==> config.mk <==
export PLATFORM = sky130hd
export DESIGN_NAME = tdm_demux_4ch
export DESIGN_NICKNAME = d
export VERILOG_FILES = /design/src/rtl/tdm_demux_4ch.sv
export SDC_FILE = /design/constraint.sdc
export NUM_CORES = 1
export LEC_CHECK = 0
export CAP_MARGIN = 5
export CORE_MARGIN = 8
export CORE_UTILIZATION = 35
export CTS_CLUSTER_SIZE = 40
export DETAILED_ROUTE_END_ITERATION = 16
export GPL_ROUTABILITY_DRIVEN = 0
export SYNTH_ARGS = -nofsm -noshare
export SYNTH_HDL_FRONTEND = slang
export SYNTH_SLANG_ARGS = --single-unit
==> constraint.sdc <==
create_clock -name clk -period 3.9 [get_ports clk]
set_clock_uncertainty 0.05 [all_clocks]
set_input_delay 0.78 -clock clk [delete_from_list [all_inputs] [get_ports clk]]
set_output_delay 0.78 -clock clk [all_outputs]
set_load 0.03 [all_outputs]
==> src/rtl/tdm_demux_4ch.sv <==
// Purpose : receive end of a 4-channel TDM link; rebuilds four W-bit channel words
//           from a one-bit-per-slot serial stream aligned by a slot-0 frame sync.
// Latency : all outputs registered, one clk after the sampling en cycle.
// Backpr. : none; the upstream slot strobe en paces the block, and en=0 freezes it.
//
// Ports:
//   clk, rst_n            rising-edge clock, asynchronous active-low reset
//   en, d, fs             slot strobe, serial data bit, frame sync (slot 0 marker)
//   y0..y3                last complete word of channel 0..3 (MSB first)
//   valid                 one-cycle pulse when y0..y3 update
//   locked                high while in LOCK
//   sync_err              one-cycle pulse on a framing violation
//   err_cnt               saturating framing-error count; present only when the
//                         macro TDM_DEMUX_ERRCNT_EN is defined
module tdm_demux_4ch #(
    parameter int W = 4
) (
    input  logic         clk,
    input  logic         rst_n,
    input  logic         en,
    input  logic         d,
    input  logic         fs,
    output logic [W-1:0] y0,
    output logic [W-1:0] y1,
    output logic [W-1:0] y2,
    output logic [W-1:0] y3,
    output logic         valid,
    output logic         locked,
    output logic         sync_err
`ifdef TDM_DEMUX_ERRCNT_EN
    ,
    output logic [7:0]   err_cnt
`endif
);

    localparam int BW = (W > 1) ? $clog2(W) : 1;
    localparam logic [BW-1:0] LAST_BIT = BW'(W - 1);

    typedef enum logic {HUNT = 1'b0, LOCK = 1'b1} state_t;

    state_t          r_state;
    logic [1:0]      r_slot;
    logic [BW-1:0]   r_bit;
    logic [W-1:0]    r_sr [4];
    logic [W-1:0]    r_y0, r_y1, r_y2, r_y3;
    logic            r_valid;
    logic            r_locked;
    logic            r_sync_err;

    // Framing violations are only defined while locked.
    logic w_early;
    logic w_miss;
    logic w_err;

    assign w_early = en && (r_state == LOCK) &&  fs && (r_slot != 2'd0);
    assign w_miss  = en && (r_state == LOCK) && !fs && (r_slot == 2'd0);
    assign w_err   = w_early || w_miss;

    always_ff @(posedge clk or negedge rst_n) begin
        if (!rst_n) begin
            r_state    <= HUNT;
            r_slot     <= 2'd0;
            r_bit      <= '0;
            for (int i = 0; i < 4; i++) r_sr[i] <= '0;
            r_y0       <= '0;
            r_y1       <= '0;
            r_y2       <= '0;
            r_y3       <= '0;
            r_valid    <= 1'b0;
            r_locked   <= 1'b0;
            r_sync_err <= 1'b0;
        end else begin
            r_valid    <= 1'b0;
            r_sync_err <= 1'b0;
            if (en) begin
                case (r_state)
                    HUNT: begin
                        if (fs) begin
                            r_sr[0]  <= {r_sr[0][W-2:0], d};
                            r_slot   <= 2'd1;
                            r_bit    <= '0;
                            r_state  <= LOCK;
                            r_locked <= 1'b1;
                        end
                    end
                    LOCK: begin
                        if (w_early) begin
                            // Resynchronise on the unexpected sync: this bit opens a new word.
                            r_sync_err <= 1'b1;
                            r_sr[0]    <= {{(W-1){1'b0}}, d};
                            r_sr[1]    <= '0;
                            r_sr[2]    <= '0;
                            r_sr[3]    <= '0;
                            r_slot     <= 2'd1;
                            r_bit      <= '0;
                        end else if (w_miss) begin
                            r_sync_err <= 1'b1;
                            for (int i = 0; i < 4; i++) r_sr[i] <= '0;
                            r_slot     <= 2'd0;
                            r_bit      <= '0;
                            r_state    <= HUNT;
                            r_locked   <= 1'b0;
                        end else begin
                            r_sr[r_slot] <= {r_sr[r_slot][W-2:0], d};
                            r_slot       <= r_slot + 2'd1;
                            if (r_slot == 2'd3) begin
                                if (r_bit == LAST_BIT) begin
                                    // Channel 3's last bit is still arriving on d, so
                                    // its word is taken straight from the shifter input.
                                    r_bit   <= '0;
                                    r_y0    <= r_sr[0];
                                    r_y1    <= r_sr[1];
                                    r_y2    <= r_sr[2];
                                    r_y3    <= {r_sr[3][W-2:0], d};
                                    r_valid <= 1'b1;
                                end else begin
                                    r_bit <= r_bit + 1'b1;
                                end
                            end
                        end
                    end
                    default: begin
                        r_state  <= HUNT;
                        r_locked <= 1'b0;
                    end
                endcase
            end
        end
    end

`ifdef TDM_DEMUX_ERRCNT_EN
    logic [7:0] r_err_cnt;

    always_ff @(posedge clk or negedge rst_n) begin
        if (!rst_n) begin
            r_err_cnt <= 8'd0;
        end else if (w_err && (r_err_cnt != 8'hFF)) begin
            r_err_cnt <= r_err_cnt + 8'd1;
        end
    end

    assign err_cnt = r_err_cnt;
`endif

    assign y0       = r_y0;
    assign y1       = r_y1;
    assign y2       = r_y2;
    assign y3       = r_y3;
    assign valid    = r_valid;
    assign locked   = r_locked;
    assign sync_err = r_sync_err;

endmodule
-- Yosys cells after proc, flatten, opt, wreduce, memory -nomap -nowiden
Cells that the tools add are included.
- reductions and logical operators: 14
- multiplexer cells: 38
- equal/unequal tests: 6
- order comparisons: 2
- add/sub/neg operators: 2
- bitwise logic cells: 4
- operators with widths (cell ; number):
    $mux 16 ; 2
    $bwmux 16 ; 1
    $mux 1 ; 16
    $mux 2 ; 8
    $bmux 4 s2 ; 1
    $demux 4 s2 ; 1
    $mux 4 ; 2
    $pmux 2 s2 ; 2
    $pmux 4 s2 ; 1
    $logic_and 1x1->1 ; 6
    $mux 3 ; 2
    $reduce_and 6->1 ; 1
    $add 2x1->2 const B ; 2
    $eq 2x2->1 const B ; 2
    $ne 2x2->1 const B ; 2
    $ne 4x1->1 const B ; 1
    $pmux 1 s2 ; 2
    $reduce_and 2->1 ; 2
    $reduce_and 4->1 ; 1
    $ge 3x3->1 const B ; 1
    $lt 3x1->1 const B ; 1
    $not 1->1 ; 3
    $not 2->3 ; 1
    $reduce_and 3->1 ; 1
    other kinds (4) ; 4
- word-level logic and storage cells: 80
- input port bits: 5
- bits in registers: 40
- output and inout bits: 19

-- Depth between registers and ports, before layout
Gate-level depths: netlist (run 1).
- depth in word-level cells: 9
- depth in mapped cells: 8
- depth with buffers taken out: 5

-- Worst setup path after synthesis (run 1)
Ideal clock, no wire load.
- path kind: register to register
- from: reg r_slot[0]
- to: reg r_y0[0] (netlist: y0[0])
- library setup time: 125 ps
- clock period less this slack: 2155 ps
- cell stages (with the launch flop): 9
- path buffers: 3
- data required time: 3725 ps
- setup slack: 1745 ps
- data arrival time: 1979 ps
- path through: dfrtp_1 -> buf_2 -> inv_1 -> ha_1 -> buf_6 -> xor2_2 -> nor3_4 -> buf_12 -> mux2_4
- word-level cells in the longest chain between the ends: 4
- elaborated cells between the ends (all ways): 8
- classes of those cells: eq/ne (1); bitwise (2); reduce/logical (5)
- ends and longest elaborated chain (element ; RTL line ; text):
    from (decl) ; 42 ; logic [1:0] r_slot;
    from (signal assigned) ; 105 ; r_slot <= r_slot + 2'd1;
    $logic_not 2->1 / $reduce_bool 2->1 (equally long branches) ; 56, 55 ;
    $logic_and 1x1->1 (on tied branches) ; 56, 55 ;
    $not 1->1 (no source line) ; n/a ;
    $reduce_and 6->1 (no source line) * ; n/a ;
    to (signal assigned) ; 111 ; r_y0 <= r_sr[0];
    to (decl) ; 45 ; logic [W-1:0] r_y0, r_y1, r_y2, r_y3;
Mark *: on every way between the ends. The rest lies on a longest branch, timed or not.
A chain may end at the register's enable or synchronous reset.

-- Final worst setup path (run 1)
- from: in fs
- to: reg r_y0[3] (netlist: y0[3])
- word-level cells in the longest chain between the ends: 5
- elaborated cells between the ends (all ways): 8
- classes of those cells: bitwise (2); reduce/logical (6)
- ends and longest elaborated chain (element ; RTL line ; text):
    from (decl) ; 22 ; input logic fs,
    $logic_not 1->1 ; 56 ; assign w_miss = en && (r_state == LOCK) && !fs && (r_slot == 2'd0);
    $logic_and 1x1->1 (2 in a row) ; 56 ;
    $not 1->1 (no source line) ; n/a ;
    $reduce_and 6->1 (no source line) * ; n/a ;
Marks and branches as above.

==> impl_table.tex, run 1 <==
\begin{tabular}{lr}
\hline
Metric & Value \\
\hline
\multicolumn{2}{l}{\textbf{CTS}} \\
\quad Root buffer cell & sky130\_fd\_sc\_hd\_\_clkbuf\_8 \\
\quad Post-CTS Setup Inserts & 0 \\
\quad Clock slew at reported path FFs & 70 ps \\
\quad Number of sinks handled by clock tree synthesis & 39 \\
\quad TritonCTS clock tree & done \\
\quad Clock buffers created by TritonCTS & 5 \\
\quad Clock insertion delay at the later pin of the skew report & 290 ps \\
\quad Resize count post-CTS & 0 \\
\quad Deepest level of the CTS H-tree & 2 \\
\quad Buffer depth of the longest clock path & 2 \\
\quad Hold bufs inserted after CTS & 0 \\
\multicolumn{2}{l}{\textbf{Logic synthesis}} \\
\quad Count of unique library cells instantiated by Yosys & 33 \\
\quad Number of instances in the synthesized netlist & 141 \\
\quad Cell type with the highest aggregate area in the netlist & sky130\_fd\_sc\_hd\_\_dfrtp\_1 \\
\quad Average size of a mapped cell & 13.1 um2 \\
\quad Prevailing post-synth register cell & sky130\_fd\_sc\_hd\_\_dfrtp\_1 \\
\quad Fraction of post-synthesis cell area in the top cell type by area & 52.7\% \\
\quad Area contributors post-synth & sky130\_fd\_sc\_hd\_\_dfrtp\_1 53\%, sky130\_fd\_sc\_hd\_\_mux2\_4 7.3\%, sky130\_fd\_sc\_hd\_\_mux2\_2 6.7\% \\
\quad Post-Synthesis Cell Area & 0.00185 mm2 \\
\quad Post-synth net total & 151 \\
\quad Post-synth EDFFs & 0 \\
\quad Post-synth ARST share & 100\% \\
\quad Number of warning messages in the yosys log & 0 \\
\quad Post-synthesis sequential area ratio & 52.7\% \\
\quad Flip-flop and latch count after synthesis & 39 \\
\multicolumn{2}{l}{\textbf{Floorplanning}} \\
\quad Die W & 88.7 um \\
\quad Initial core utilization & 36.3\% \\
\quad Ports & 24 \\
\quad Core area & 0.00511 mm2 \\
\quad Site row count & 26 \\
\quad Die Footprint & 0.00787 mm2 \\
\quad Die Height & 88.7 um \\
\multicolumn{2}{l}{\textbf{Timing}} \\
\quad Unrepaired setup endpoints after global routing & no \\
\quad Fin crit period & 2560 ps \\
\quad Transition at the pin with the smallest max-transition slack & 820 ps \\
\quad Final setup vio count & 0 \\
\quad Final Max Slew Viols & 0 \\
\quad Headroom to the max-slew limit & 45.4\% \\
\quad Crit share post-route & 65.7\% \\
\quad F\_max & 390 MHz \\
\quad Final number of hold-violating endpoints & 0 \\
\quad Sum of negative setup slack & 0 ps \\
\multicolumn{2}{l}{\textbf{Run status}} \\
\quad Run status & finished clean \\
\multicolumn{2}{l}{\textbf{Power and ir drop}} \\
\quad Net load switching power & 414 uW \\
\quad Clock network fraction of design power & 28.0\% \\
\quad Leakage power & 1.01 nW \\
\quad Combinational Power Share & 28.1\% \\
\quad Int Pwr & 817 uW \\
\quad PwrDens & 550 mW/mm2 \\
\quad Flop pwr share & 43.9\% \\
\quad Largest voltage drop on the vdd net & 0.209 mV \\
\quad Overall Power & 1.23 mW \\
\quad Switching Share & 33.7\% \\
\multicolumn{2}{l}{\textbf{Worst setup path}} \\
\quad Category of the critical setup timing path & in2reg \\
\quad Crit path capture type & flop \\
\quad Endpoint required time on the critical path & 4030 ps \\
\quad Startpoint types & primary input \\
\quad Worst endpoint data arrival time & 2690 ps \\
\quad Critical path fanouts, max & 17 \\
\multicolumn{2}{l}{\textbf{Flow run}} \\
\quad Number of max-cap violations & 0 \\
\multicolumn{2}{l}{\textbf{GRT}} \\
\quad Global-route wire length before repair & 6380 um \\
\quad Overflow left after global routing & 0 \\
\quad Largest net degree at the start of global routing & 40 \\
\quad Antenna violations before repair & 0 \\
\quad Via count of the first global-routing pass & 1,254 \\
\quad Total global routing track utilization & 10.5\% \\
\multicolumn{2}{l}{\textbf{Cells and area}} \\
\quad Final-stage net count & 175 \\
\quad Area Growth Syn to Fin & 20.8\% \\
\quad FILL cells & 482 \\
\quad Share of layout cells above drive strength 1 & 19.9\% \\
\quad Post-layout instance count excluding filler cells & 236 \\
\quad Most common cell after layout, fill and taps aside & sky130\_fd\_sc\_hd\_\_dfrtp\_1 \\
\quad \# diodes & 0 \\
\quad Commonest cells after routing, fill and taps aside & 39 x sky130\_fd\_sc\_hd\_\_dfrtp\_1, 22 x sky130\_fd\_sc\_hd\_\_clkdlybuf4s50\_1, 11 x sky130\_fd\_sc\_hd\_\_mux2\_2 \\
\multicolumn{2}{l}{\textbf{Routing}} \\
\quad Detailed router's first-iteration violation count & 59 \\
\quad Number of remaining DRC errors & 0 \\
\quad Avg Vias per Cell & 5.14 \\
\quad Iteration count of the initial detailed-routing pass & 4 \\
\quad Final Routed Wirelength & 3710 um \\
\quad Routed len/inst & 15.7 um \\
\quad Number of vias after detailed routing & 1,214 \\
\quad Remaining antenna violation count after routing & 0 \\
\multicolumn{2}{l}{\textbf{Placed design}} \\
\quad Number of port buffers & 23 \\
\quad Detailed placement HPWL & 2720 um \\
\quad Number of placed cells counting well taps & 228 \\
\multicolumn{2}{l}{\textbf{Min path}} \\
\quad Path category of the worst min-delay check & reg2reg \\
\hline
\end{tabular}
-- power groups by stage --
stage          clock network (mW)  logic [mW]  registers (mW)
2_1_floorplan                   0       0.286           0.517
3_3_place_gp                    0       0.340           0.544
3_5_place_dp                    0       0.346           0.547
4_1_cts                     0.353       0.347           0.539
5_1_grt                     0.371       0.389           0.553
6_report                    0.345       0.346           0.540
-- cell families after synthesis --
group / after synthesis / synth area share [%]
DFF: 39 / 52.7
and+or+nand+nor: 25 / 7.57
xor gates and xnor gates: 2 / 1.35
muxes: 24 / 16.8
buffers and inverters: 12 / 3.85
adders and majority gates: 5 / 3.38
AOI/OAI and AO/OA: 34 / 14.3
-- flip-flops by register name, indices dropped and copies added, names as in the netlist --
register,count
r_sr,15
y0,4
y1,4
y2,4
y3,4
r_bit,2
r_slot,2
locked,1
r_state,1
sync_err,1
valid,1
-- routing by layer --
layer,vias up,track usage [%],wire length [um]
li1,578,-,-
met1,606,13.3,1660
met2,25,15.8,1800
met3,5,3.34,178
met4,0,4.92,74
met5,-,0,0
-- worst max-delay path, stage by stage --
cell and delay, ps:
sky130_fd_sc_hd__clkdlybuf4s50_1 810, sky130_fd_sc_hd__xor2_2 230, sky130_fd_sc_hd__nor3_4 200, sky130_fd_sc_hd__buf_4 290, sky130_fd_sc_hd__mux2_2 370
-- cell usage after synthesis (all sizes together) (3+ instances only) --
library cell	instances
a21oi	4
nor2	5
dfrtp	39
a22o	3
mux2	20
clkbuf	3
nand2	6
a221o	3
mux2i	3
buf	4
and3	3
a32o	6
inv	5
ha	5
o21ai	7
o2bb2ai	6
-- cell type report --
cell class	count	area [um2]	share of cell area, %
Timing Repair Buffer	24	233	10.4
Sequential cell	39	976	43.6
Clock inverter	2	35.0	1.57
Tap cell	70	87.6	3.91
Clock buffer	6	82.6	3.69
Inverter	5	18.8	0.839
Multi-Input combinational cell	90	805	36.0
-- through the flow --
step / hold slack, ps / instance area, um2 / setup slack, ps / util [%]
finish: 464 / 2240 / 1340 / 43.8
global route: 479 / 2240 / 1190 / 43.8
CTS: 468 / 2240 / 1340 / 43.8
detailed placement: 447 / 2120 / 1020 / 41.5
global placement: 432 / 2120 / 1110 / 41.5
floorplan: 417 / 1850 / 1750 / -
-- path summary, 6_finish.rpt --
check / startpoint / depth (start not counted) / to / slack [ps]
min in group asynchronous: rst_n / 1 / y0[2] / 530
max: fs / 5 / y0[3] / 1340
min reg2reg: y2[0] / 1 / y2[0] / 460
max in group asynchronous: rst_n / 1 / sync_err / 2750
max reg2reg: r_slot[0] / 6 / y0[3] / 1570
min: y2[0] / 1 / y2[0] / 460
Note: power is estimated with default switching activity, not from simulation.
==> run 2: changes to the inputs <==
Clock period 3.9 ns to 2.45 ns, I/O delays scaled along.
==> run 2 against run 1 <==
Net effect:
- setup slack worse by 770 ps
- cell area is 1.6% higher
- die area stayed put
- routed wire length is 4.0% higher
- critical path depth is 1 higher
==> impl_table.tex, run 2 (same netlist as run 1, synthesis figures left out) <==
\begin{tabular}{lr}
\hline
Metric & Value \\
\hline
\multicolumn{2}{l}{\textbf{CTS}} \\
\quad Post-CTS Setup Inserts & 0 (unchanged) \\
\quad Buffer depth of the longest clock path & 2 (unchanged) \\
\quad Clock slew at reported path FFs & 70 ps (about the same) \\
\quad TritonCTS clock tree & done \\
\quad Root buffer cell & sky130\_fd\_sc\_hd\_\_clkbuf\_8 \\
\quad Resize count post-CTS & 0 (unchanged) \\
\quad Hold bufs inserted after CTS & 0 (unchanged) \\
\quad Number of sinks handled by clock tree synthesis & 39 (unchanged) \\
\quad Clock insertion delay at the later pin of the skew report & 290 ps (about the same) \\
\quad Clock buffers created by TritonCTS & 5 (unchanged) \\
\quad Deepest level of the CTS H-tree & 2 (unchanged) \\
\multicolumn{2}{l}{\textbf{Worst setup path}} \\
\quad Reg-to-reg slack, setup & 570 ps (-1000 ps) \\
\quad Crit path capture type & flop \\
\quad Endpoint of the worst register-to-register path & y0[3] \\
\quad Category of the critical setup timing path & reg2reg \\
\quad Critical path fanouts, max & 17 (unchanged) \\
\quad Length in cells of the worst reg-to-reg path & 6 (unchanged) \\
\quad Worst endpoint data arrival time & 2010 ps (-680 ps) \\
\quad Startpoint types & flop \\
\quad Endpoint required time on the critical path & 2580 ps (-1450 ps) \\
\quad Reg2reg start & r\_slot[0] \\
\multicolumn{2}{l}{\textbf{Power and ir drop}} \\
\quad Combinational Power Share & 32.9\% (+4.8 points) \\
\quad Clock network fraction of design power & 24.4\% (-3.6 points) \\
\quad Int Pwr & 1.26 mW (+54\%) \\
\quad Net load switching power & 678 uW (+64\%) \\
\quad Largest voltage drop on the vdd net & 0.260 mV (+24\%) \\
\quad Overall Power & 1.93 mW (+57\%) \\
\quad Switching Share & 35.0\% (+1.4 points) \\
\quad Flop pwr share & 42.7\% (-1.2 points) \\
\quad PwrDens & 851 mW/mm2 (+55\%) \\
\quad Leakage power & 1.02 nW (+1.6\%) \\
\multicolumn{2}{l}{\textbf{Cells and area}} \\
\quad Commonest cells after routing, fill and taps aside & 39 x sky130\_fd\_sc\_hd\_\_dfrtp\_1, 22 x sky130\_fd\_sc\_hd\_\_clkdlybuf4s50\_1, 11 x sky130\_fd\_sc\_hd\_\_mux2\_2 \\
\quad Share of layout cells above drive strength 1 & 22.2\% (+2.3 points) \\
\quad Biggest register & r\_sr \\
\quad Max FFs per register & 15 (unchanged) \\
\quad \# diodes & 0 (unchanged) \\
\quad Util after Layout & 44.5\% (+0.71 points) \\
\quad Area Growth Syn to Fin & 22.8\% \\
\quad FILL cells & 494 (+2.5\%) \\
\quad Most common cell after layout, fill and taps aside & sky130\_fd\_sc\_hd\_\_dfrtp\_1 \\
\quad Final-stage net count & 180 (+2.9\%) \\
\multicolumn{2}{l}{\textbf{Routing}} \\
\quad Detailed router's first-iteration violation count & 96 (+63\%) \\
\quad Number of remaining DRC errors & 0 (unchanged) \\
\quad Avg Vias per Cell & 5.32 (+3.4\%) \\
\quad Remaining antenna violation count after routing & 0 (unchanged) \\
\quad Iteration count of the initial detailed-routing pass & 4 (unchanged) \\
\quad Final Routed Wirelength & 3860 um (+4.0\%) \\
\quad Number of vias after detailed routing & 1,282 (+5.6\%) \\
\quad Routed len/inst & 16.0 um (+1.9\%) \\
\multicolumn{2}{l}{\textbf{GRT}} \\
\quad Total global routing track utilization & 10.7\% (+0.18 points) \\
\quad Via count of the first global-routing pass & 1,307 (+4.2\%) \\
\quad Antenna violations before repair & 0 (unchanged) \\
\quad Overflow left after global routing & 0 (unchanged) \\
\quad Global-route wire length before repair & 6490 um (+1.7\%) \\
\quad Largest net degree at the start of global routing & 40 (unchanged) \\
\multicolumn{2}{l}{\textbf{Timing}} \\
\quad Final Hold Slack & 261 ps (-203 ps) \\
\quad Unrepaired setup endpoints after global routing & no \\
\quad Final setup vio count & 0 (unchanged) \\
\quad Transition at the pin with the smallest max-transition slack & 858 ps (+38.0 ps) \\
\quad Final Max Slew Viols & 0 (unchanged) \\
\quad Sum of negative setup slack & 0 ps (unchanged) \\
\quad Final number of hold-violating endpoints & 0 (unchanged) \\
\quad F\_max & 531 MHz \\
\quad Headroom to the max-slew limit & 42.8\% (-2.5 points) \\
\quad Crit share post-route & 76.8\% \\
\quad Fin crit period & 1880 ps \\
\quad Final Worst Setup Slack & 568 ps (-770 ps) \\
\multicolumn{2}{l}{\textbf{Floorplanning}} \\
\quad Die W & 88.7 um (unchanged) \\
\quad Die Height & 88.7 um (unchanged) \\
\quad Core area & 0.00511 mm2 (unchanged) \\
\quad Ports & 24 (unchanged) \\
\quad Die Footprint & 0.00787 mm2 (unchanged) \\
\quad Initial core utilization & 36.3\% (unchanged) \\
\quad Site row count & 26 (unchanged) \\
\multicolumn{2}{l}{\textbf{Flow run}} \\
\quad Number of max-cap violations & 0 (unchanged) \\
\multicolumn{2}{l}{\textbf{Placed design}} \\
\quad Detailed placement HPWL & 2810 um (+3.1\%) \\
\quad Number of port buffers & 23 (unchanged) \\
\quad DP Worst Slack & 283 ps (-738 ps) \\
\multicolumn{2}{l}{\textbf{Min path}} \\
\quad Path category of the worst min-delay check & in2async \\
\multicolumn{2}{l}{\textbf{Run status}} \\
\quad Run status & finished clean \\
\hline
\end{tabular}
[run 2: metrics by stage]
step / std cells / area (um2)
after global placement: 233 / 2170
after CTS: 241 / 2270
after detailed placement: 233 / 2170
after floorplan: 141 / 1850
after global routing: 241 / 2270
final: 241 / 2270
[run 2: worst max path at each step]
stage               startpoint     to  slack, ps  cells after the start
floorplan            r_slot[0]  y0[0]        300                      8
global placement            fs  y0[3]        330                      5
detailed placement          fs  y3[0]        280                      5
CTS                  r_slot[0]  y3[0]        560                      6
global route         r_slot[1]  y0[3]        460                      6
finish               r_slot[0]  y0[3]        570                      6
[run 2: layout make-up]
type                            count  area (um2)  share of cell area (%)
Multi-Input combinational cell     90         805                    35.4
Clock inverter                      1        7.51                   0.330
Clock buffer                        7        96.3                    4.24
Timing Repair Buffer               29         283                    12.4
Tap cell                           70        87.6                    3.85
Inverter                            5        18.8                   0.826
Sequential cell                    39         976                    42.9
[run 2: per-layer routing]
| layer | track usage, % | vias to the layer above | wire, um |
|---|---|---|---|
| met2 | 17.3 | 33 | 1950 |
| met5 | 0 | - | 0 |
| met1 | 12.8 | 657 | 1620 |
| met4 | 4.61 | 0 | 71 |
| met3 | 3.06 | 5 | 225 |
| li1 | - | 587 | - |
[run 2: critical path: stages, from the launching register on]
cell	delay, ps
sky130_fd_sc_hd__dfrtp_1	380
sky130_fd_sc_hd__inv_1	160
sky130_fd_sc_hd__ha_1	240
sky130_fd_sc_hd__xor2_2	140
sky130_fd_sc_hd__nor3_4	240
sky130_fd_sc_hd__buf_12	190
sky130_fd_sc_hd__mux2_2	340
[run 2: power by group through the flow]
stage / sequential (mW) / combinational, mW / clock, mW
after CTS: 0.825 / 0.634 / 0.485
after global routing: 0.839 / 0.703 / 0.508
final: 0.826 / 0.635 / 0.472
after floorplan: 0.823 / 0.456 / 0
after detailed placement: 0.837 / 0.629 / 0
after global placement: 0.830 / 0.617 / 0
